**config.mk**
```make
export PLATFORM = sky130hd
export DESIGN_NAME = record_mode_flat
export DESIGN_NICKNAME = d
export VERILOG_FILES = /design/src/rtl/record_mode_pkg.sv /design/src/rtl/record_mode_if.sv /design/src/rtl/record_mode_track_ram.sv /design/src/rtl/record_mode.sv /design/src/flat_wrapper.sv
export SDC_FILE = /design/constraint.sdc
export NUM_CORES = 1
export LEC_CHECK = 0
export BUFFER_PORTS_ARGS = -buffer_cell sky130_fd_sc_hd__buf_2
export CORE_ASPECT_RATIO = 1.5
export CORE_UTILIZATION = 60
export DETAILED_ROUTE_END_ITERATION = 10
export GPL_TIMING_DRIVEN = 0
export PLACE_DENSITY_LB_ADDON = 0.12
export SLEW_MARGIN = 15
export SYNTH_ARGS = -nofsm -noshare
export SYNTH_HDL_FRONTEND = slang
export SYNTH_HIERARCHICAL = 1
export SYNTH_SLANG_ARGS = --single-unit
```
**constraint.sdc**
```tcl
create_clock -name clk -period 4.4 [get_ports clk]
set_input_delay 0.22 -clock clk [delete_from_list [all_inputs] [get_ports clk]]
set_output_delay 0.22 -clock clk [all_outputs]
set_load 0.1 [all_outputs]
```
**src/rtl/record_mode_pkg.sv**
```systemverilog
// Shared widths, FSM state type and track-entry layout for the record path.
// Entries use the song-table encoding {octave[10:8], note[7:5], pad[4], length[3:0]}.
package record_mode_pkg;

    localparam int OCT_W     = 3;
    localparam int NOTE_W    = 3;
    localparam int LEN_W     = 4;
    localparam int KEY_W     = 7;
    localparam int ENTRY_W   = 11;
    localparam int NOTE_REST = 0;
    localparam int LEN_MAX   = 15;

    typedef logic [ENTRY_W-1:0] entry_t;

    typedef struct packed {
        logic [OCT_W-1:0]  octave;
        logic [NOTE_W-1:0] note;
        logic [LEN_W-1:0]  length;
    } entry_fields_t;

    typedef enum logic [2:0] {
        ST_IDLE,
        ST_WAIT_FIRST,
        ST_NOTE,
        ST_GAP,
        ST_FULL
    } rec_state_t;

    function automatic entry_t pack_entry(input logic [OCT_W-1:0] octave,
                                          input logic [NOTE_W-1:0] note,
                                          input logic [LEN_W-1:0] length);
        return {octave, note, 1'b0, length};
    endfunction

    function automatic entry_fields_t unpack_entry(input entry_t e);
        entry_fields_t f;
        f.octave = e[10:8];
        f.note   = e[7:5];
        f.length = e[3:0];
        return f;
    endfunction

    // Lowest pressed key wins; 0 means all keys released.
    function automatic logic [NOTE_W-1:0] key_decode(input logic [KEY_W-1:0] k);
        logic [NOTE_W-1:0] n;
        n = '0;
        for (int i = KEY_W - 1; i >= 0; i--) begin
            if (k[i]) n = NOTE_W'(i + 1);
        end
        return n;
    endfunction

    function automatic logic [KEY_W-1:0] note_to_led(input logic [NOTE_W-1:0] n);
        logic [KEY_W-1:0] led;
        led = '0;
        if (n != '0) led = KEY_W'(1) << (n - NOTE_W'(1));
        return led;
    endfunction

endpackage

```
**src/rtl/record_mode_if.sv**
```systemverilog
// Player controls, status and track read port of the recorder, grouped as one bus.
interface record_mode_if #(
    parameter int ADDR_W = 6
);
    logic              en;
    logic              oct_up;
    logic              oct_down;
    logic [6:0]        note_key;
    logic [ADDR_W-1:0] rd_addr;
    logic [2:0]        rd_octave;
    logic [2:0]        rd_note;
    logic [3:0]        rd_length;
    logic [ADDR_W:0]   track_len;
    logic              recording;
    logic              full;
    logic [2:0]        cur_octave;
    logic [6:0]        note_led;

    modport master (
        output en, oct_up, oct_down, note_key, rd_addr,
        input  rd_octave, rd_note, rd_length, track_len, recording, full,
               cur_octave, note_led
    );

    modport slave (
        input  en, oct_up, oct_down, note_key, rd_addr,
        output rd_octave, rd_note, rd_length, track_len, recording, full,
               cur_octave, note_led
    );
endinterface

```
**src/rtl/record_mode_track_ram.sv**
```systemverilog
// Single-write, single synchronous-read track RAM; a same-address read returns old data.
module track_ram #(
    parameter int DEPTH  = 64,
    parameter int ADDR_W = 6,
    parameter int DATA_W = 11
) (
    input  logic              clk,
    input  logic              rst_n,
    input  logic              we,
    input  logic [ADDR_W-1:0] wr_addr,
    input  logic [DATA_W-1:0] wr_data,
    input  logic [ADDR_W-1:0] rd_addr,
    output logic [DATA_W-1:0] rd_data
);

    logic [DATA_W-1:0] mem [DEPTH];

    always_ff @(posedge clk) begin
        if (we) mem[wr_addr] <= wr_data;
    end

    always_ff @(posedge clk or negedge rst_n) begin
        if (!rst_n) rd_data <= '0;
        else        rd_data <= mem[rd_addr];
    end

endmodule

```
**src/rtl/record_mode.sv**
```systemverilog
// Key/octave capture FSM: times held notes and gaps and writes {octave, note, length}
// entries into track_ram, which a replay or scoring engine reads back by index.
module record_mode
    import record_mode_pkg::*;
#(
    parameter int CLK_PER_TICK  = 100000,
    parameter int TICK_PER_UNIT = 125,
    parameter int DEPTH         = 64,
    parameter int ADDR_W        = 6,
    parameter int OCT_MIN       = 1,
    parameter int OCT_MAX       = 7,
    parameter int OCT_INIT      = 4
) (
    input  logic         clk,
    input  logic         rst_n,
    record_mode_if.slave bus
);

    localparam int TICK_W = (CLK_PER_TICK > 1) ? $clog2(CLK_PER_TICK) : 1;
    localparam int SUB_W  = (TICK_PER_UNIT > 1) ? $clog2(TICK_PER_UNIT) : 1;

    function automatic logic [LEN_W-1:0] sat_inc(input logic [LEN_W-1:0] u);
        return (u == LEN_W'(LEN_MAX)) ? u : u + LEN_W'(1);
    endfunction

    function automatic logic [LEN_W-1:0] clamp_len(input logic [LEN_W-1:0] u);
        return (u == '0) ? LEN_W'(1) : u;
    endfunction

    logic en_m, en_s, en_d, up_m, up_s, up_d, dn_m, dn_s, dn_d;
    logic [KEY_W-1:0] key_m, key_s;

    always_ff @(posedge clk or negedge rst_n) begin
        if (!rst_n) begin
            {en_m, en_s, en_d} <= '0;
            {up_m, up_s, up_d} <= '0;
            {dn_m, dn_s, dn_d} <= '0;
            key_m <= '0;
            key_s <= '0;
        end else begin
            {en_m, en_s, en_d} <= {bus.en, en_m, en_s};
            {up_m, up_s, up_d} <= {bus.oct_up, up_m, up_s};
            {dn_m, dn_s, dn_d} <= {bus.oct_down, dn_m, dn_s};
            key_m <= bus.note_key;
            key_s <= key_m;
        end
    end

    logic en_rise, up_rise, dn_rise;
    logic [NOTE_W-1:0] key_note;
    assign en_rise  = en_s & ~en_d;
    assign up_rise  = up_s & ~up_d;
    assign dn_rise  = dn_s & ~dn_d;
    assign key_note = key_decode(key_s);

    rec_state_t        state, state_nxt;
    logic [ADDR_W:0]   track_len;
    logic [OCT_W-1:0]  cur_oct, lat_oct;
    logic [NOTE_W-1:0] lat_note;
    logic [TICK_W-1:0] tick_cnt;
    logic [SUB_W-1:0]  sub_cnt;
    logic [LEN_W-1:0]  units;
    logic              clr_tmr, latch, wr_en, len_rst;
    entry_t            wr_entry, rd_entry;

    always_ff @(posedge clk or negedge rst_n) begin
        if (!rst_n) begin
            tick_cnt <= '0;
            sub_cnt  <= '0;
            units    <= '0;
        end else if (clr_tmr) begin
            tick_cnt <= '0;
            sub_cnt  <= '0;
            units    <= '0;
        end else if (tick_cnt == TICK_W'(CLK_PER_TICK - 1)) begin
            tick_cnt <= '0;
            if (sub_cnt == SUB_W'(TICK_PER_UNIT - 1)) begin
                sub_cnt <= '0;
                units   <= sat_inc(units);
            end else begin
                sub_cnt <= sub_cnt + SUB_W'(1);
            end
        end else begin
            tick_cnt <= tick_cnt + TICK_W'(1);
        end
    end

    // Simultaneous up and down edges cancel; the octave is frozen while idle.
    always_ff @(posedge clk or negedge rst_n) begin
        if (!rst_n) begin
            cur_oct <= OCT_W'(OCT_INIT);
        end else if (len_rst) begin
            cur_oct <= OCT_W'(OCT_INIT);
        end else if (state != ST_IDLE) begin
            if (up_rise && !dn_rise && cur_oct < OCT_W'(OCT_MAX))
                cur_oct <= cur_oct + OCT_W'(1);
            else if (dn_rise && !up_rise && cur_oct > OCT_W'(OCT_MIN))
                cur_oct <= cur_oct - OCT_W'(1);
        end
    end

    always_ff @(posedge clk or negedge rst_n) begin
        if (!rst_n) begin
            state     <= ST_IDLE;
            track_len <= '0;
        end else begin
            state <= state_nxt;
            if (len_rst)    track_len <= '0;
            else if (wr_en) track_len <= track_len + (ADDR_W+1)'(1);
        end
    end

    always_ff @(posedge clk) begin
        if (latch) begin
            lat_note <= key_note;
            lat_oct  <= cur_oct;
        end
    end

    always_comb begin
        state_nxt = state;
        wr_en     = 1'b0;
        wr_entry  = '0;
        clr_tmr   = 1'b0;
        latch     = 1'b0;
        len_rst   = 1'b0;
        if (!en_s) begin
            state_nxt = ST_IDLE;
        end else begin
            case (state)
                ST_IDLE: if (en_rise) begin
                    len_rst   = 1'b1;
                    state_nxt = ST_WAIT_FIRST;
                end
                ST_WAIT_FIRST: if (key_note != '0) begin
                    latch     = 1'b1;
                    clr_tmr   = 1'b1;
                    state_nxt = ST_NOTE;
                end
                ST_NOTE: if (key_note != lat_note) begin
                    wr_en     = 1'b1;
                    wr_entry  = pack_entry(lat_oct, lat_note, clamp_len(units));
                    clr_tmr   = 1'b1;
                    latch     = (key_note != '0);
                    state_nxt = (key_note == '0) ? ST_GAP : ST_NOTE;
                end
                ST_GAP: if (key_note != '0) begin
                    wr_en     = (units != '0);
                    wr_entry  = pack_entry(cur_oct, NOTE_W'(NOTE_REST), clamp_len(units));
                    latch     = 1'b1;
                    clr_tmr   = 1'b1;
                    state_nxt = ST_NOTE;
                end
                default: ;
            endcase
            if (wr_en && track_len == (ADDR_W+1)'(DEPTH - 1)) state_nxt = ST_FULL;
        end
    end

    track_ram #(
        .DEPTH  (DEPTH),
        .ADDR_W (ADDR_W),
        .DATA_W (ENTRY_W)
    ) u_track_ram (
        .clk     (clk),
        .rst_n   (rst_n),
        .we      (wr_en),
        .wr_addr (track_len[ADDR_W-1:0]),
        .wr_data (wr_entry),
        .rd_addr (bus.rd_addr),
        .rd_data (rd_entry)
    );

    entry_fields_t rd_fields;
    assign rd_fields      = unpack_entry(rd_entry);
    assign bus.rd_octave  = rd_fields.octave;
    assign bus.rd_note    = rd_fields.note;
    assign bus.rd_length  = rd_fields.length;
    assign bus.track_len  = track_len;
    assign bus.recording  = (state == ST_WAIT_FIRST) || (state == ST_NOTE) || (state == ST_GAP);
    assign bus.full       = (state == ST_FULL);
    assign bus.cur_octave = cur_oct;
    assign bus.note_led   = (state == ST_NOTE) ? note_to_led(lat_note) : '0;

endmodule
```
**src/flat_wrapper.sv**
```systemverilog
// flat-port wrapper written by rule: the top's interface ports become plain ports
module record_mode_flat import record_mode_pkg::*;
#(
    parameter int CLK_PER_TICK  = 100000,
    parameter int TICK_PER_UNIT = 125,
    parameter int DEPTH         = 64,
    parameter int ADDR_W        = 6,
    parameter int OCT_MIN       = 1,
    parameter int OCT_MAX       = 7,
    parameter int OCT_INIT      = 4
)
  (clk, rst_n, bus_en, bus_oct_up, bus_oct_down, bus_note_key, bus_rd_addr, bus_rd_octave, bus_rd_note, bus_rd_length, bus_track_len, bus_recording, bus_full, bus_cur_octave, bus_note_led);
  record_mode_if #(.ADDR_W(ADDR_W)) bus_i ();
  input  logic clk;
  input  logic rst_n;
  input wire logic [$bits(bus_i.en)-1:0] bus_en;
  input wire logic [$bits(bus_i.oct_up)-1:0] bus_oct_up;
  input wire logic [$bits(bus_i.oct_down)-1:0] bus_oct_down;
  input wire logic [$bits(bus_i.note_key)-1:0] bus_note_key;
  input wire logic [$bits(bus_i.rd_addr)-1:0] bus_rd_addr;
  output wire logic [$bits(bus_i.rd_octave)-1:0] bus_rd_octave;
  output wire logic [$bits(bus_i.rd_note)-1:0] bus_rd_note;
  output wire logic [$bits(bus_i.rd_length)-1:0] bus_rd_length;
  output wire logic [$bits(bus_i.track_len)-1:0] bus_track_len;
  output wire logic [$bits(bus_i.recording)-1:0] bus_recording;
  output wire logic [$bits(bus_i.full)-1:0] bus_full;
  output wire logic [$bits(bus_i.cur_octave)-1:0] bus_cur_octave;
  output wire logic [$bits(bus_i.note_led)-1:0] bus_note_led;
  assign bus_i.en = bus_en;
  assign bus_i.oct_up = bus_oct_up;
  assign bus_i.oct_down = bus_oct_down;
  assign bus_i.note_key = bus_note_key;
  assign bus_i.rd_addr = bus_rd_addr;
  assign bus_rd_octave = bus_i.rd_octave;
  assign bus_rd_note = bus_i.rd_note;
  assign bus_rd_length = bus_i.rd_length;
  assign bus_track_len = bus_i.track_len;
  assign bus_recording = bus_i.recording;
  assign bus_full = bus_i.full;
  assign bus_cur_octave = bus_i.cur_octave;
  assign bus_note_led = bus_i.note_led;
  record_mode #(.CLK_PER_TICK(CLK_PER_TICK), .TICK_PER_UNIT(TICK_PER_UNIT), .DEPTH(DEPTH), .ADDR_W(ADDR_W), .OCT_MIN(OCT_MIN), .OCT_MAX(OCT_MAX), .OCT_INIT(OCT_INIT)) u_core (.clk(clk), .rst_n(rst_n), .bus(bus_i));
endmodule
```
; ---- Yosys cells after proc, flatten, opt, wreduce, memory -nomap -nowiden
; Memories as Yosys holds them, arrays and structs flattened. A register that Yosys moved wholly into a read port is not among the register bits.
; Index checks and enable logic that the tools add are counted.
[word_totals]
memories = 1
inputBits = 18
ramBits = 704
output_inout_bits = 29
register_bits = 70
romBits = 0
wordCells = 128
latch_bits = 0
[memory_table]
columns = memory, depth, width, read_ports, rd_clocked_by_memory_dff, write_ports, line
row1 = u_core.u_track_ram.mem, 64, 11, 1, 1, 1, record_mode_track_ram.sv:16  ; logic [DATA_W-1:0] mem [DEPTH];
[op_classes]
eq_ne = 14
reduce_logical = 26
n_div = 0
n_addsub = 7
bitwise_logic = 6
shifts = 1
muxes = 52
multipliers = 0
n_lt_le_gt_ge = 2
[ops]
columns = op, n
row1 = 2-to-1 mux 7 bit, 7
row2 = 2-to-1 mux 3 bit, 16
row3 = 2-to-1 mux 17 bit, 2
row4 = 2-to-1 mux 11 bit, 3
row5 = case mux 11 bit (2 select lines), 1
row6 = 2-to-1 mux 4 bit, 5
row7 = "adder 17 x 1 -> 17 bit, second input constant", 1
row8 = "== test 17 bit, second input constant", 1
row9 = "adder 7 x 1 -> 7 bit, second input constant", 2
row10 = 2-to-1 mux 1 bit, 14
row11 = "!= test 4 bit, second input constant", 3
row12 = nonzero test 3 bit, 4
row13 = case mux 3 bit (3 select lines), 1
row14 = nonzero test 2 bit, 4
row15 = "== test 7 x 6 -> 1 bit, second input constant", 1
row16 = "== test 7 bit, second input constant", 1
row17 = "<< shifter 1 x 3 -> 7 bit, first input constant", 1
row18 = "== test 3 x 2 -> 1 bit, second input constant", 2
row19 = zero test 3 bit, 2
row20 = case mux 1 bit (2 select lines), 3
row21 = "subtractor 3 x 1 -> 3 bit, second input constant", 2
row22 = logical AND 1 bit, 5
row23 = "!= test 5 bit, second input constant", 1
row24 = "adder 4 x 1 -> 4 bit, second input constant", 1
row25 = other kinds (18), 25

; ---- Longest topological paths before layout
[depth]
word_depth = 14
ltp_mapped = 11
depth_no_buf = 11

; ---- Cells and area by module
; Netlist, hierarchy kept.
[modules_own_cells]
columns = mod, seq_area_each_um2, cells_each, area_each_um2, n_inst
row1 = track_ram, 21415.5, 1280, 27547.7, 1
row2 = record_mode, 1783.0, 348, 3480.8, 1

; ---- Worst setup path after synthesis
; OpenSTA, ideal clock, no wires.
[synth_path]
kind = flip-flop to flip-flop
start = reg u_core.state[0]
end = mem u_core.u_track_ram.mem[0][8], data pin
path_stages_with_launch = 7
setup_ps = 500
path_slack_ps = 982
path_buffers = 0
arrival_time_ps = 2918
required_ps = 3900
synth_period_minus_slack_ps = 3418
path_cell_list = dfrtp_1 or4b_4 a21oi_2 nand2b_1 nand3_2 a32oi_1 nor2_1
[synth_via]
elab_chain_cells = 3
word_cells_on_any_way = 4
cone_classes = eq/ne (2) / mux (2)
[synth_rtl]
columns = item, line
row1 = from (decl), record_mode.sv:56  ; rec_state_t state, state_nxt;
row2 = from (signal assigned), record_mode.sv:107  ; state <= state_nxt;
row3 = == test 3 x 2 -> 1 bit, record_mode.sv:130  ; case (state)
row4 = case mux 11 bit (2 select lines) (*), record_mode.sv:130
row5 = 2-to-1 mux 11 bit (*), record_mode.sv:127  ; if (!en_s) begin
row6 = net u_core.wr_entry[8], record_mode.sv:64  ; entry_t wr_entry, rd_entry;
row7 = to (decl), record_mode_track_ram.sv:16
; Mark *: on every way through the listed nets, which the timed path passes. The rest lies on a longest branch.

; ---- Worst setup path after layout
[layout_path]
start = reg u_core.lat_note[1]
end = mem u_core.u_track_ram.mem[14][7], enable pin
[layout_via]
elab_chain_cells = 7
[layout_rtl]
columns = item, line
row1 = from (decl), record_mode.sv:59  ; logic [NOTE_W-1:0] lat_note;
row2 = from (signal assigned), record_mode.sv:115  ; lat_note <= key_note;
row3 = != test 3 bit, record_mode.sv:140  ; ST_NOTE: if (key_note != lat_note) begin
row4 = 2-to-1 mux 1 bit, record_mode.sv:140
row5 = case mux 1 bit (2 select lines), record_mode.sv:130
row6 = 2-to-1 mux 1 bit (2 in series), record_mode.sv:127
row7 = net u_core.wr_en, record_mode.sv:63  ; logic clr_tmr, latch, wr_en, len_rst;
row8 = 2-to-1 mux 1 bit, record_mode_track_ram.sv:19  ; if (we) mem[wr_addr] <= wr_data;
row9 = 2-to-1 mux 1 bit (not written as such), record_mode_track_ram.sv:19
; The timed path passes the listed nets, and every way through them passes these cells. The select of a mux whose other input is x is not followed.

==> impl_summary.log <==
INFO  metric cts-htree-levels = 3
INFO  metric power_per_cell_area = 446 nW/µm²
INFO  metric dpl.cell_count = 2174
INFO  metric die_width = 180 µm
INFO  metric cts_root_buffer = sky130_fd_sc_hd__clkbuf_16
INFO  metric critPathMaxStageDelay = 1.08 ns
INFO  metric syn-instance-count = 1526
INFO  metric period_share = 99.7%
INFO  metric num-nets-final = 1687
INFO  metric worstPathCellList = or4b_4 > a21oi_2 > and2b_4 > nor3_4 > nor2_1 > nor2b_1 > nand3_1 > nor2_1
INFO  metric design.die.area = 48600 µm²
INFO  metric maxClockFrequency = 228 MHz
INFO  metric grt.busiest_layer = met2
INFO  metric post_syn_area = 28600 µm²
INFO  metric cp.buffers_inverters = 0
INFO  metric worst-path-stages = 8
INFO  metric cts_tree = done
INFO  metric pin_count = 47
INFO  metric crit_family = simple AND/OR/NAND/NOR gates
INFO  metric seqCellArea = 21300 µm²
INFO  metric detail_route.drc_violations = 0
INFO  metric mappedNetlistNets = roughly 1.6k
INFO  metric core = 46800 µm²
INFO  metric clk_sinks = about 700
INFO  metric placementRows = 97
INFO  metric fin_crit = ~4.4 ns
INFO  metric final_hold_viol_count = 0
INFO  metric port-buffer-count = 42
INFO  metric multi_input_comb_area = 6940 µm²
INFO  metric ys_warn_count = 6
INFO  metric final_max_slew_viols = 0
INFO  metric count_of_maximum_capacitance_violations = 0
INFO  metric worst_r2r_startpoint = u_core/lat_note[1]$_DFFE_PP_
INFO  metric gpl.final_weighted_congestion = 0.890
INFO  metric power = 14.4 mW
INFO  metric rsz0062_at_grt = true
INFO  metric setup_crit_path_kind = register to register
INFO  metric reg2reg_to = u_core/u_track_ram/mem[14][7]$_DFFE_PP_
INFO  metric outcome = complete, no violations
INFO  metric post_route_cells_drive_above_1_share = 21.7%
INFO  metric layout.cells.most_common = sky130_fd_sc_hd__edfxtp_1
INFO  metric timing_worst_slew_pin_value = about 1.2 ns
INFO  metric globalRouteTotalUtil = about 28%
INFO  metric post_cts_buffers = 0
INFO  metric sum_neg_setup_slack = 0 ns
INFO  metric areaGrowthSynthToFinish = 12.5%
INFO  metric antenna_cells_inserted = 0
INFO  metric grt.met1_usage = 34.6%
INFO  metric post_dp_cell_area = 29900 µm²
INFO  metric avgRoutedWirePerCell = roughly 28 µm
INFO  metric cellLeakagePower = a little over 10 nW
INFO  metric timing.critical_path.from_type = register
INFO  metric stdcell_count = 2306
INFO  metric crit_path_frequent_cell = sky130_fd_sc_hd__nor2_1
INFO  metric use_met2 = 48.2%
INFO  metric drt-initial-drc-count = 1456
INFO  metric drt-vias-per-instance = 6.48
INFO  metric hpwlAfterDp = 42900 µm
INFO  metric drt_pass1_iterations = 6
INFO  metric regToRegSetupSlack = 0.01 ns
INFO  metric data_required_time_of_the_worst_path = 4.59 ns
INFO  metric cts_max_path_buffers = 3
INFO  metric worst_setup_hold_path_clk_slew = 0.06 ns
INFO  metric irDropWorstVdd = about 430 µV
INFO  metric worst_path_max_delay_cell = sky130_fd_sc_hd__nor2_1
INFO  metric clock_skew = 0.0151 ns
INFO  metric grt_start_max_net_pins = 65
INFO  metric post-route-cell-area = 32200 µm²
INFO  metric wl = 65200 µm
INFO  metric top_fanout_value_on_the_critical_path = 10
INFO  metric critPathCaptureType = register
INFO  metric worst_r2r_path_depth = 8
INFO  metric syn_area_per_cell = 18.7 µm²
INFO  metric floorplan.die.height = 269 µm
INFO  metric whs = roughly 0.073 ns
INFO  metric detail-route-antenna-nets = 0
INFO  metric n_fill_cell = about 3k
INFO  metric cts_made_buffers = between 60 and 70
INFO  metric grt_pass1_wl = 96700 µm
INFO  metric vias = between 10k and 15k
INFO  metric slew_headroom = 19.4%
INFO  metric initial_antenna_violation_count = 0
INFO  metric global_route.overflow_total = 0
INFO  metric worstHoldPathType = primary input to asynchronous set/reset pin
INFO  metric most-common-layout-cells = sky130_fd_sc_hd__edfxtp_1, sky130_fd_sc_hd__mux4_2, sky130_fd_sc_hd__nor2_1
INFO  metric initial_utilization = 61.0%
INFO  metric global_route.usage.met3 = around 3.5%
INFO  metric grt_pass1_vias = 15.2k
INFO  metric clock_latency = 0.58 ns
INFO  metric setup_viol = 0
INFO  metric worst-endpoint-arrival = 4.58 ns
[stage by stage]
stage	setup slack [ns]	utilization (%)
after floorplan	0.982	-
after global placement	-1.12	63.1
after detailed placement	0.182	63.7
after CTS	0.152	68.7
after global routing	-0.0995	68.7
final	0.0116	68.7
[sequential cells by signal (all words and copies together), names as in the netlist, 4 cells and up]
| name | cells |
|---|---|
| u_core/tick_cnt | 17 |
| u_core/u_track_ram/rd_data | 10 |
| u_core/key_s | 7 |
| u_core/sub_cnt | 7 |
| u_core/bus.track_len | 7 |
| u_core/u_track_ram/mem | 640 |
| u_core/units | 4 |
| u_core/key_m | 7 |
[how the worst max path moves through the flow]
stage	startpoint	endpoint	slack, ns
final	u_core/lat_note[1]$_DFFE_PP_	u_core/u_track_ram/mem[14][7]$_DFFE_PP_	0.01
after global routing	u_core/state[0]$_DFFE_PN0P_	u_core/u_track_ram/mem[30][3]$_DFFE_PP_	-0.1
after CTS	u_core/lat_note[1]$_DFFE_PP_	u_core/u_track_ram/mem[14][7]$_DFFE_PP_	0.15
after detailed placement	u_core/lat_note[1]$_DFFE_PP_	u_core/u_track_ram/mem[14][7]$_DFFE_PP_	0.18
after global placement	u_core/state[0]$_DFFE_PN0P_	u_core/u_track_ram/mem[57][8]$_DFFE_PP_	-1.12
after floorplan	u_core/state[0]$_DFFE_PN0P_	u_core/u_track_ram/mem[0][8]$_DFFE_PP_	0.98
[worst reg2reg max path, cell delays in order, from the launching register on]
cell                       delay, ns
sky130_fd_sc_hd__edfxtp_1       0.51
sky130_fd_sc_hd__or4b_4         0.56
sky130_fd_sc_hd__a21oi_2        0.15
sky130_fd_sc_hd__and2b_4        0.20
sky130_fd_sc_hd__nor3_4         0.07
sky130_fd_sc_hd__nor2_1         0.54
sky130_fd_sc_hd__nor2b_1        0.33
sky130_fd_sc_hd__nand3_1        0.55
sky130_fd_sc_hd__nor2_1         1.08
[cell type report]
type,instances,share of cell area (%)
clock buffer,86,5.88
sequential,720,66.0
timing repair buffer,65,1.79
multi-input combinational,712,21.6
tap,594,2.31
inverter,14,0.163
clock inverter,35,0.991
buffer,80,1.27
[routing by layer]
layer | share of wire [%] | routed length [µm] | vias up
li1 | - | - | 6442
met1 | 36 | 23700 | 7720
met2 | 53 | 34400 | 633
met3 | 6.2 | 4030 | 157
met4 | 4.7 | 3050 | 0
met5 | 0 | 0 | -
[repair_timing]
action | CTS | global route
endpoints found under the setup margin | 0 | 76
hold buffers | 11 | 0
gates resized for setup | 0 | 3
endpoints found under the hold margin | 83 | 0
[power breakdown]
part           internal (mW)  leakage (nW)  total [mW]  switching [mW]
sequential              7.49          6.56        7.57          0.0806
combinational          0.305          2.74        1.00           0.698
clock                   3.39          1.09        5.78            2.39
Power figures use the tool's default switching activity.
